==> config.mk <==
export PLATFORM = sky130hd
export DESIGN_NAME = mem_port_sched
export DESIGN_NICKNAME = d
export VERILOG_FILES = /design/src/rtl/mem_port_sched.sv
export SDC_FILE = /design/constraint.sdc
export NUM_CORES = 1
export LEC_CHECK = 0
export ABC_AREA = 1
export BUFFER_PORTS_ARGS = -buffer_cell sky130_fd_sc_hd__buf_2
export CAP_MARGIN = 40
export CORE_ASPECT_RATIO = 0.9
export CORE_UTILIZATION = 46
export CTS_CLUSTER_SIZE = 12
export DETAILED_ROUTE_END_ITERATION = 8
export PLACE_DENSITY = 0.89
export SLEW_MARGIN = 40
export SYNTH_ARGS = -nofsm -noshare
export SYNTH_HDL_FRONTEND = slang
export SYNTH_SLANG_ARGS = --single-unit
==> constraint.sdc <==
create_clock -name clk -period 1.95 [get_ports clk]
set_input_delay 0.0975 -clock clk [delete_from_list [all_inputs] [get_ports clk]]
set_output_delay 0.0975 -clock clk [all_outputs]
set_load 0.02 [all_outputs]
==> src/rtl/mem_port_sched.sv <==
// rtl/mem_port_sched.sv - single-port RAM sequencer/arbiter for IF and MEM with stack push/pop
module mem_port_sched #(
    parameter int                ADDR_W   = 12,
    parameter logic [ADDR_W-1:0] SP_RESET = 12'hFFF,
    parameter logic [31:0]       INT_VEC  = 32'h0000_0010
) (
    input  logic              clk,
    input  logic              rst,
    input  logic              op_valid,
    input  logic [2:0]        op,
    input  logic [ADDR_W-1:0] op_addr,
    input  logic [15:0]       op_wdata,
    input  logic [31:0]       op_pc,
    input  logic              if_req,
    input  logic [ADDR_W-1:0] if_addr,
    output logic              if_grant,
    output logic              if_stall,
    output logic              mem_stall,
    output logic              ram_en,
    output logic              ram_we,
    output logic [ADDR_W-1:0] ram_addr,
    output logic [15:0]       ram_wdata,
    input  logic [15:0]       ram_rdata,
    output logic              rd_valid,
    output logic              jump_call,
    output logic              jump_ret,
    output logic [31:0]       jump_target,
    output logic [ADDR_W-1:0] sp
);

    localparam logic [2:0] OP_LD   = 3'd1;
    localparam logic [2:0] OP_ST   = 3'd2;
    localparam logic [2:0] OP_CALL = 3'd3;
    localparam logic [2:0] OP_INT  = 3'd4;
    localparam logic [2:0] OP_RET  = 3'd5;

    localparam logic [ADDR_W-1:0] SP_ONE = {{(ADDR_W-1){1'b0}}, 1'b1};

    typedef enum logic [1:0] {
        IDLE     = 2'd0,
        PUSH_LO  = 2'd1,
        POP_HI   = 2'd2,
        POP_DONE = 2'd3
    } state_t;

    state_t            state, state_n;
    logic [ADDR_W-1:0] sp_n;
    logic [15:0]       lo_q, lo_n;
    logic              rd_pend, rd_pend_n;
    logic              mem_use;
    logic [ADDR_W-1:0] sp_inc, sp_dec;

    // Stack pointer neighbours; wrap modulo 2^ADDR_W is intentional and silent.
    assign sp_inc = sp + SP_ONE;
    assign sp_dec = sp - SP_ONE;

    // State, stack pointer, low-half pop latch and LD-pending flag.
    always_ff @(posedge clk or negedge rst) begin
        if (!rst) begin
            state   <= IDLE;
            sp      <= SP_RESET;
            lo_q    <= 16'h0000;
            rd_pend <= 1'b0;
        end else begin
            state   <= state_n;
            sp      <= sp_n;
            lo_q    <= lo_n;
            rd_pend <= rd_pend_n;
        end
    end

    // Sequence MEM operations, give leftover RAM cycles to fetch, drive pipeline controls.
    always_comb begin
        state_n     = state;
        sp_n        = sp;
        lo_n        = lo_q;
        rd_pend_n   = 1'b0;
        mem_use     = 1'b0;
        mem_stall   = 1'b0;
        ram_en      = 1'b0;
        ram_we      = 1'b0;
        ram_addr    = '0;
        ram_wdata   = 16'h0000;
        jump_call   = 1'b0;
        jump_ret    = 1'b0;
        jump_target = 32'h0000_0000;
        if_grant    = 1'b0;
        if_stall    = 1'b0;
        rd_valid    = rd_pend;

        case (state)
            IDLE: begin
                if (op_valid) begin
                    case (op)
                        OP_LD: begin
                            mem_use   = 1'b1;
                            ram_en    = 1'b1;
                            ram_addr  = op_addr;
                            rd_pend_n = 1'b1;
                        end
                        OP_ST: begin
                            mem_use   = 1'b1;
                            ram_en    = 1'b1;
                            ram_we    = 1'b1;
                            ram_addr  = op_addr;
                            ram_wdata = op_wdata;
                        end
                        OP_CALL, OP_INT: begin
                            mem_use   = 1'b1;
                            ram_en    = 1'b1;
                            ram_we    = 1'b1;
                            ram_addr  = sp;
                            ram_wdata = op_pc[31:16];
                            sp_n      = sp_dec;
                            mem_stall = 1'b1;
                            state_n   = PUSH_LO;
                        end
                        OP_RET: begin
                            mem_use   = 1'b1;
                            ram_en    = 1'b1;
                            ram_addr  = sp_inc;
                            sp_n      = sp_inc;
                            mem_stall = 1'b1;
                            state_n   = POP_HI;
                        end
                        default: ;
                    endcase
                end
            end
            PUSH_LO: begin
                mem_use   = 1'b1;
                ram_en    = 1'b1;
                ram_we    = 1'b1;
                ram_addr  = sp;
                ram_wdata = op_pc[15:0];
                sp_n      = sp_dec;
                jump_call = 1'b1;
                if (op == OP_INT) begin
                    jump_target = INT_VEC;
                end
                state_n   = IDLE;
            end
            POP_HI: begin
                mem_use   = 1'b1;
                ram_en    = 1'b1;
                ram_addr  = sp_inc;
                sp_n      = sp_inc;
                lo_n      = ram_rdata;
                mem_stall = 1'b1;
                state_n   = POP_DONE;
            end
            POP_DONE: begin
                jump_ret    = 1'b1;
                jump_target = {ram_rdata, lo_q};
                state_n     = IDLE;
            end
            default: state_n = IDLE;
        endcase

        if (if_req && !mem_use) begin
            if_grant = 1'b1;
            ram_en   = 1'b1;
            ram_we   = 1'b0;
            ram_addr = if_addr;
        end
        if_stall = if_req && !if_grant;

        // While reset is held nothing may touch the RAM or pulse the pipeline.
        if (!rst) begin
            mem_stall   = 1'b0;
            ram_en      = 1'b0;
            ram_we      = 1'b0;
            ram_addr    = '0;
            ram_wdata   = 16'h0000;
            jump_call   = 1'b0;
            jump_ret    = 1'b0;
            jump_target = 32'h0000_0000;
            if_grant    = 1'b0;
            if_stall    = 1'b0;
            rd_valid    = 1'b0;
        end
    end

endmodule

Word level (Yosys, flattened, before mapping)

Index checks and enable logic that the tools add are counted.

Register bits after elaboration: 31
Input port bits: 95
Output and inout port bits: 80

$add $sub $neg: 2
Equality and inequality tests: 10
Multiplexer cells: 43
Reduce and logical (&&, ||, !) cells: 15

Operator list:

| kind                  | number |
|---|---|
| $pmux 12 s3           | 3 |
| $pmux 16 s2           | 2 |
| $pmux 32 s2           | 1 |
| $mux 12               | 4 |
| $mux 16               | 2 |
| $mux 32               | 1 |
| $pmux 12 s2           | 1 |
| $mux 1                | 22 |
| $add 12x1->12 const B | 1 |
| $sub 12x1->12 const B | 1 |
| $reduce_or 2->1       | 4 |
| $eq 3x2->1 const B    | 2 |
| $eq 3x3->1 const B    | 2 |
| $pmux 1 s2            | 3 |
| $pmux 2 s3            | 1 |
| $reduce_or 3->1       | 2 |
| $mux 5                | 1 |
| $reduce_or 5->1       | 1 |
| $eq 2x2->1 const B    | 2 |
| $pmux 2 s2            | 1 |
| $eq 3x1->1 const B    | 1 |
| $ne 3x1->1 const B    | 1 |
| $reduce_and 3->1      | 1 |
| $reduce_bool 3->1     | 1 |
| other kinds (7)       | 9 |

Depth between registers and ports, before layout

Gate-level depths: netlist (run 1).

Word-level depth: 11
Mapped depth: 13

Worst setup path before layout (run 1)

OpenSTA, ideal clock, no wires.

Kind: register -> output
Start point: register sp[0]
End point: output port ram_addr[8]
Arrival: 1687 ps
Data required time: 1852 ps
Setup slack: 165 ps
Stages on the path, launching flop included: 12
Path buffers: 0
Path through: dfstp_2 > ha_1 > nand2_1 > nor2_4 > nand3_1 > nand2_1 > nand3_1 > o21ai_0 > inv_1 > nand2_1 > nand2_1 > nand2_1

Word-level cells in the longest chain between the ends: 6

Ends and longest elaborated chain:

| item                   | line | RTL |
|---|---|---|
| start, declared        | 28   | `output logic [ADDR_W-1:0] sp` |
| start signal, assigned | 66   | `sp <= sp_n;` |
| $add 12x1->12 (*)      | 54   | `assign sp_inc = sp + SP_ONE;` |
| $pmux 12 s3            | 94   | `case (op)` |
| $mux 12                | 93   | `if (op_valid) begin` |
| $pmux 12 s3 (*)        | 91   | `case (state)` |
| $mux 12 (*)            | 160  | `if (if_req && !mem_use) begin` |
| $mux 12 (*)            | 169  | `if (!rst) begin` |
| end, declared          | 21   | `output logic [ADDR_W-1:0] ram_addr,` |

Every way passes the cells marked *; elsewhere a longest branch is shown, timed or not.

Final worst setup path (run 1)

Start point: register sp[3]
End point: output port ram_addr[8]

Same word-level chain as after synthesis.

==> impl_metrics.json, run 1 <==
{
  "status": "complete, but fails checks",
  "violations": "negative setup slack",
  "ys_seq_area_share_pct": 23.8,
  "async_flop_share_pct": 100,
  "fin_crit_ns": 2.12,
  "synthTopCellsByCount": "nand2_1 (206), nand3_1 (79), inv_1 (75), o21ai_0 (57), nor2_1 (52)",
  "dp.final_hpwl_um": 9310,
  "placed_cell_area_mm2": 0.00441,
  "reg2reg_slack_ns": 0.15,
  "critPathKind": "register to primary output",
  "detail-route-antenna-nets": 0,
  "final_util_pct": 70.3,
  "ys_types": 32,
  "skew_ns": 0.0122,
  "max_freq_mhz": 471,
  "hold_violations": 0,
  "tightestPinTransition_ns": 0.488,
  "grt_pass1_vias": 4257,
  "grt_first_pass_wirelength_um": 20100,
  "place_congestion": 0.963,
  "synth_edf_count": 0,
  "synth_top_area_share_pct": 23.3,
  "ys.flop_type": "dfrtp_1",
  "min_from": "ram_rdata[0]",
  "ys_seq_elements": 31,
  "cts.sinks": 31,
  "cts_max_level": 2,
  "reg2reg_depth": 8,
  "tns_ns": -1.52,
  "setup_ws_ns": -0.174,
  "p_per_area_mw_per_mm2": 1470,
  "cap_viol_max_count": 0,
  "cts_inserted_buffers": 5,
  "drt_iter0_markers": 485,
  "p_leak_nw": 2.80,
  "finalSetupViolations": 12,
  "timing.rr.start": "sp[0]",
  "ys_warn_count": 0,
  "crit_buf_inv": 2,
  "vias_per_cell": 5.55,
  "path_common_cell": "nand2_1",
  "hold_end": "lo_q[0]",
  "wl_per_cell_um": 15.4,
  "track_usage_pct": 33.6,
  "grt_max_degree": 35,
  "synth.largest_area_cell": "nand2_1",
  "syn2layout_area_growth_pct": 48.9,
  "path_cells": "nand2_1 -> buf_4 -> nor2_4 -> nand4_1 -> nand3_1 -> nand2_1 -> nand2_1 -> nand2_2 -> nand2_1 -> nand2_1 -> buf_6",
  "clockRootBuffer": "clkbuf_8",
  "netlist_top_cells_area": "nand2_1 (23%), dfrtp_1 (14%), nand3_1 (12%)",
  "critPathMaxStageDelay_ns": 0.55,
  "ir_worst_vdd_v": 0.000917,
  "hold_path_class": "input port to register",
  "yosysMostFrequentCell": "nand2_1",
  "via_count": 4866,
  "drc": 0,
  "nNetsFinal": 885,
  "fp.coreArea_mm2": 0.00704,
  "clk_path_buf_depth": 2,
  "maxSlewHeadroom_pct": 67.4,
  "fin_crit_sh_pct": 109,
  "cts.clk_slew.worst_paths_ns": 0.08,
  "start_kind": "register",
  "synthCells": 587,
  "antenna_found_initial": 0,
  "fill_cells": 573,
  "core.rowCount": 29,
  "clock_latency_ns": 0.29,
  "grt_overflow": 0,
  "cts_tree": "done",
  "critPathMaxFanout": 7,
  "hold_slack_ns": 0.0479,
  "timing.rr.end": "sp[3]",
  "synth.avg_cell_area_um2": 5.67,
  "critical_path.slowest_cell": "dfstp_2",
  "drive_gt1_share_pct": 37.9,
  "dr.pass1.iters": 6,
  "design_area_mm2": 0.00495,
  "holdPathStages": 3,
  "port_buffers": 174,
  "dieArea_mm2": 0.00757,
  "worstPathRequired_ns": 1.85,
  "syn-cell-area_mm2": 0.00333,
  "cp_top_family": "simple AND/OR/NAND/NOR gates",
  "start_util_pct": 47.2,
  "drv_slew": 0,
  "end_kind": "primary output",
  "syn-num-nets": 688,
  "wl_um": 13500,
  "cp.arrival_ns": 2.03,
  "diodes": 0,
  "die_h_um": 82.7,
  "die_w_um": 91.6,
  "ios": 175,
  "rsz0062_at_grt": "true"
}
cell families after synthesis:
family | count (synthesis) | share of synthesized area [%]
AO/OA/AOI/OAI | 86 | 15.0
flip-flops | 31 | 23.8
adder cells (fa/ha/maj) | 6 | 2.26
buffers and inverters | 108 | 13.5
AND/OR/NAND/NOR | 350 | 43.9
XOR/XNOR | 6 | 1.58
layout by cell type (no fill, tap or decap), types with 3 or more instances in the layout:
cell / synthesis / final
nand2_2: 3 / 18
dfrtp_1: 19 / 19
o21ai_0: 57 / 43
nor2_4: 2 / 5
o21ai_1: 1 / 14
ha_1: 6 / 3
buf_4: 3 / 38
nor2_1: 52 / 51
dfstp_2: 12 / 12
clkbuf_8: 0 / 6
a21oi_1: 3 / 3
o211ai_1: 3 / 3
nand3_1: 79 / 71
nand4_1: 3 / 3
ha_4: 0 / 3
nand2_1: 206 / 185
inv_1: 75 / 67
nand2_4: 0 / 6
nand3_2: 1 / 8
buf_2: 9 / 162
buf_6: 3 / 15
a22oi_1: 16 / 16
inv_2: 1 / 8
xor2_1: 5 / 4
tightest hold or removal path, delay by kind of cell:
| family | cells | cell delay, ns |
|---|---|---|
| buffers and inverters | 1 | 0.09 |
| AOI/OAI and AO/OA | 1 | 0.06 |
| and+or+nand+nor | 1 | 0.04 |
per-stage QoR:
stage | instances | setup WS (ns) | total power, mW
global route | 877 | -0.303 | 7.79
global placement | 854 | 0.112 | 5.53
detailed placement | 854 | 0.0638 | 5.65
finish | 877 | -0.174 | 7.26
CTS | 870 | -0.127 | 6.77
floorplan | 587 | 0.165 | 4.21
how the worst max path moves through the flow:
stage | cells past startpoint | endpoint | start | slack, ns
after floorplan | 11 | ram_addr[8] | sp[0] | 0.17
after global placement | 12 | ram_addr[8] | sp[0] | 0.11
after detailed placement | 12 | ram_addr[8] | sp[0] | 0.06
after CTS | 11 | ram_addr[8] | sp[0] | -0.13
after global routing | 11 | ram_addr[8] | sp[3] | -0.30
final | 11 | ram_addr[8] | sp[3] | -0.17
repair_timing:
| action | 4_1_cts | 5_1_grt |
|---|---|---|
| setup buffers | 7 | 9 |
| hold endpoints to repair | 19 | 0 |
| pin swaps | 16 | 11 |
| resized for setup | 73 | 34 |
| setup endpoints to repair | 28 | 30 |
| hold buffers | 1 | 0 |
| cloned | 1 | 0 |
routing by layer:
metal | GRT usage, % | share of wire, % | vias up
met5 | 0 | 0 | -
met4 | 15.9 | 4.6 | 0
met3 | 7.51 | 11 | 78
met2 | 59.4 | 48 | 339
met1 | 39.2 | 36 | 2193
li1 | - | - | 2256
cell type report:
cell class,instances,area [µm²],share of cell area [%]
inverters,78,303,6.12
repair buffers,220,1360,27.4
clock buffers,6,82.6,1.67
flip-flops and latches,31,791,16.0
multi-input cells,448,2300,46.4
well taps,93,116,2.35
clock inverters,1,5.00,0.101
registers in the layout (all words and copies together), names as in the netlist:
signal and cells:
state 2, lo_q 16, rd_pend 1, sp 12
power breakdown:
| group | switching [mW] | total, mW | internal (mW) |
|---|---|---|---|
| clock | 0.258 | 0.535 | 0.277 |
| combinational | 3.42 | 5.46 | 2.04 |
| sequential | 0.200 | 1.26 | 1.06 |
Power figures use the tool's default switching activity.
==> inputs of run 2 (changes only) <==
- CORE_UTILIZATION: 46 -> 35
- PLACE_DENSITY: 0.89 -> default
==> impl_metrics.json, run 2 (synthesis results as in run 1) <==
{
  "status": "complete, but fails checks",
  "violations": "negative setup slack",
  "placed_cell_area_mm2": 0.00441,
  "wl_per_cell_um": 14.0,
  "final_cell_mix": "nand2_1 (193), buf_2 (161), inv_1 (69), nand3_1 (69)",
  "dieArea_mm2": 0.00990,
  "hold_path_class": "input port to register",
  "critPathMaxFanout": 4,
  "fill_cells": 966,
  "vias_per_cell": 4.99,
  "final_common_cell": "nand2_1",
  "pwr-share-seq_pct": 18.3,
  "p_sw_mw": 3.70,
  "drt_iter0_markers": 330,
  "rsz0062_at_grt": "true",
  "final_util_pct": 54.3,
  "wl_um": 12800,
  "p_per_area_mw_per_mm2": 1400,
  "fin_crit_sh_pct": 110,
  "dp.cells": 880,
  "ios": 175,
  "cts_max_level": 2,
  "reg.largest.list": "lo_q: 16 flops, sp: 12 flops, state: 2 flops",
  "track_usage_pct": 25.1,
  "p_leak_nw": 2.79,
  "fin_crit_ns": 2.14,
  "clock_latency_ns": 0.28,
  "p_clk_share_pct": 7.4,
  "fp.coreArea_mm2": 0.00917,
  "largest_register_ffs": 16,
  "diodes": 0,
  "nNetsFinal": 891,
  "setup_ws_ns": -0.189,
  "cts.sinks": 31,
  "maxSlewHeadroom_pct": 69.4,
  "end_kind": "primary output",
  "grt_first_pass_wirelength_um": 19900,
  "total_power_mw": 6.96,
  "path_common_cell": "nand2_1",
  "skew_ns": 0.00725,
  "cts.clk_slew.worst_paths_ns": 0.07,
  "cts_inserted_buffers": 5,
  "cp.arrival_ns": 2.04,
  "antenna_found_initial": 0,
  "core.rowCount": 33,
  "critPathMaxStageDelay_ns": 0.59,
  "dp.final_hpwl_um": 9500,
  "grt_pass1_vias": 4158,
  "drv_slew": 0,
  "cts_tree": "done",
  "syn2layout_area_growth_pct": 49.6,
  "port_buffers": 174,
  "clockRootBuffer": "clkbuf_8",
  "max_freq_mhz": 468,
  "grt_max_degree": 35,
  "start_kind": "register",
  "clk_path_buf_depth": 2,
  "worstPathRequired_ns": 1.85,
  "regMostFlops": "lo_q",
  "dr.pass1.iters": 6,
  "path_cells": "buf_4 -> clkinvlp_4 -> ha_4 -> nand2_1 -> nand3_1 -> nand2_1 -> o211ai_1 -> nand2_1 -> nand2_2 -> buf_6",
  "fin_cells": 913,
  "place_congestion": 0.909,
  "design_area_mm2": 0.00497,
  "hold_violations": 0,
  "cap_viol_max_count": 0,
  "ir_worst_vdd_v": 0.000681,
  "die_w_um": 105,
  "critical_path.slowest_cell": "dfstp_2",
  "finalSetupViolations": 13,
  "die_h_um": 94.5,
  "detail-route-antenna-nets": 0,
  "grt_overflow": 0,
  "tightestPinTransition_ns": 0.458,
  "drive_gt1_share_pct": 37.9,
  "critPathKind": "register to primary output",
  "start_util_pct": 36.3,
  "p_sw_share_pct": 53.1,
  "internal_power_mw": 3.27,
  "combPwrFrac_pct": 74.3,
  "drc": 0,
  "via_count": 4557
}
==> run 2: routing by layer <==
layer / wire length [µm] / GRT usage, %
met1: 5490 / 31.1
met2: 6120 / 45.2
met3: 936 / 3.38
met4: 226 / 8.33
met5: 0 / 0
==> run 2: final cells by class <==
cell class              count  area [µm²]  share of cell area, %
multi-input cells         448        2280                   45.8
repair buffers            226        1360                   27.3
flip-flops and latches     31         791                   15.9
inverters                  78         305                   6.14
well taps                 122         153                   3.07
clock buffers               5        68.8                   1.38
clock inverters             3        20.0                  0.402
==> run 2: power by group through the flow <==
stage                     combinational [mW]  clock [mW]  sequential (mW)
after CTS                               4.87       0.526             1.27
after detailed placement                4.33           0             1.27
after global placement                  4.27           0             1.27
after global routing                    5.69       0.556             1.31
after floorplan                         2.82           0             1.39
final                                   5.17       0.512             1.28
==> run 2: stage by stage <==
stage,setup WS [ns],setup TNS (ns),hold slack (ns)
floorplan,0.165,0,-0.198
global placement,0.102,0,-0.0328
detailed placement,0.0391,0,-0.0288
CTS,-0.130,-1.03,0.0285
global route,-0.331,-3.45,0.0474
finish,-0.189,-1.59,0.0310
==> run 2: path summary, 6_finish.rpt <==
path | cells after the start | endpoint | from | slack [ns]
min | 3 | lo_q[2] | ram_rdata[2] | 0.03
max in group asynchronous | 3 | sp[9] | rst | 1.14
max reg2reg | 13 | sp[8] | sp[0] | -0.15
max | 10 | ram_addr[1] | sp[0] | -0.19
min reg2reg | 2 | sp[11] | sp[11] | 0.53
min in group asynchronous | 2 | state[1] | rst | 0.21
==> run 2: what timing repair did <==
action                                 in CTS  in global routing
endpoints found under the hold margin       9                  0
pin swaps                                  14                 15
cloned                                      0                  0
gates resized for setup                    55                 32
buffers inserted                           18                  6
hold buffers                                1                  0
setup endpoints to repair                  29                 31
==> run 2: worst max-delay path, delay by kind of cell (launching register included) <==
kind                       cells  cell delay (ns)
buffers and inverters          3             0.40
DFF                            1             0.59
adders and majority gates      1             0.31
AOI/OAI and AO/OA              1             0.07
and+or+nand+nor                5             0.39
==> inputs of run 3 (changes only) <==
- CTS_CLUSTER_DIAMETER: default -> 60
- clock period: 1.95 -> 2.1 ns (I/O delays scaled with it)
==> impl_metrics.json, run 3 (synthesis results as in run 1) <==
{
  "status": "complete, but fails checks",
  "violations": "negative setup slack",
  "core.rowCount": 33,
  "via_count": 4564,
  "critPathKind": "register to primary output",
  "wl_um": 12900,
  "tightestPinTransition_ns": 0.470,
  "grt_max_degree": 35,
  "place_congestion": 0.911,
  "fin_cells": 903,
  "cts_max_level": 2,
  "skew_ns": 0.0102,
  "cts_inserted_buffers": 5,
  "clk_path_buf_depth": 2,
  "antenna_found_initial": 0,
  "fin_crit_sh_pct": 104,
  "final_cell_mix": "nand2_1 (193), buf_2 (164), inv_1 (69)",
  "p_per_area_mw_per_mm2": 1290,
  "min_from": "ram_rdata[2]",
  "syn2layout_area_growth_pct": 45.9,
  "dieArea_mm2": 0.00990,
  "largest_register_ffs": 16,
  "finalSetupViolations": 6,
  "drv_slew": 0,
  "critPathMaxFanout": 7,
  "drt_iter0_markers": 281,
  "track_usage_pct": 24.8,
  "wl_per_cell_um": 14.3,
  "start_kind": "register",
  "diodes": 0,
  "hold_violations": 0,
  "regMostFlops": "lo_q",
  "grt_overflow": 0,
  "p_leak_nw": 2.72,
  "start_util_pct": 36.3,
  "clockRootBuffer": "clkbuf_8",
  "rsz0062_at_grt": "true",
  "ios": 175,
  "clock_latency_ns": 0.30,
  "design_area_mm2": 0.00485,
  "hold_path_class": "input port to register",
  "drc": 0,
  "grt_pass1_vias": 4134,
  "fp.coreArea_mm2": 0.00917,
  "dp.cells": 872,
  "dp.final_hpwl_um": 9420,
  "final_common_cell": "nand2_1",
  "detail-route-antenna-nets": 0,
  "die_h_um": 94.5,
  "drive_gt1_share_pct": 36.9,
  "cts_tree": "done",
  "cts.sinks": 31,
  "ir_worst_vdd_v": 0.000567,
  "max_freq_mhz": 457,
  "end_kind": "primary output",
  "port_buffers": 174,
  "worstPathRequired_ns": 2.00,
  "fin_crit_ns": 2.19,
  "grt_first_pass_wirelength_um": 19600,
  "cts.clk_slew.worst_paths_ns": 0.08,
  "crit_start": "sp[0]",
  "timing.rr.start": "sp[0]",
  "reg.largest.list": "lo_q: 16 flops, sp: 12 flops, state: 2 flops",
  "fill_cells": 955,
  "nNetsFinal": 881,
  "die_w_um": 105,
  "cp.arrival_ns": 2.08,
  "setup_ws_ns": -0.0864,
  "cap_viol_max_count": 0,
  "dr.pass1.iters": 5,
  "placed_cell_area_mm2": 0.00433,
  "maxSlewHeadroom_pct": 68.7,
  "vias_per_cell": 5.05,
  "tns_ns": -0.218
}
run 3: cell types whose count changed in the layout (fill, tap and decap cells not counted), sizes merged:
cell / before / now
clkinv: 3 / 1
inv: 75 / 76
buf: 224 / 215
run 3: final cells by class:
class,instances,area [µm²],area share [%]
Timing Repair Buffer,216,1250,25.9
Multi-Input combinational cell,448,2260,46.6
Clock buffer,6,72.6,1.50
Sequential cell,31,791,16.3
Clock inverter,2,12.5,0.258
Inverter,78,305,6.29
Tap cell,122,153,3.15
run 3: worst paths after layout:
path                       slack [ns]  depth (start not counted)          end
setup / recovery                -0.09                         12  ram_addr[6]
hold / removal                   0.04                          3      lo_q[2]
setup reg to reg                 0.30                         10        sp[6]
hold reg to reg                  0.52                          2       sp[11]
max in group asynchronous        1.15                          3        sp[8]
min in group asynchronous        0.22                          2      lo_q[4]
run 3: metal layers:
metal	GRT usage, %	part of all wire (%)	vias up
li1	-	-	2251
met1	30.4	43	2091
met5	0	0	-
met4	8.22	1.8	0
met3	3.80	6.9	21
met2	44.8	48	201
run 3: timing repair:
action / 4_1_cts / 5_1_grt
buffers inserted: 5 / 17
endpoints found under the hold margin: 2 / 0
setup endpoints to repair: 13 / 28
gates resized for setup: 17 / 60
pin swaps: 5 / 19
hold buffers: 1 / 0
run 3: report_power, final:
group          internal (mW)  switching (mW)  total [mW]
Clock                  0.232           0.247       0.479
Sequential             0.989           0.287        1.28
Combinational           1.65            2.84        4.49
Total                   2.87            3.38        6.25
run 3: critical path, stage by stage, from the launching register on:
cell	delay, ns
dfstp_2	0.61
ha_4	0.17
nand2_4	0.06
nor2_4	0.22
nand2_1	0.11
nand2_2	0.10
nand3_2	0.08
nand3_2	0.09
nand2_1	0.05
nand2_1	0.06
nand2_1	0.04
nand2_1	0.08
buf_6	0.12
run 3: per-stage QoR:
| step | util, % | hold slack (ns) | power, mW | worst slack, ns |
|---|---|---|---|---|
| 2_1_floorplan | - | -0.191 | 3.91 | 0.308 |
| 3_3_place_gp | 47.3 | -0.0164 | 5.01 | 0.224 |
| 3_5_place_dp | 47.3 | -0.0171 | 5.09 | 0.173 |
| 4_1_cts | 49.3 | 0.0276 | 5.75 | -0.00612 |
| 5_1_grt | 52.9 | 0.0437 | 6.82 | -0.208 |
| 6_report | 52.9 | 0.0352 | 6.25 | -0.0864 |
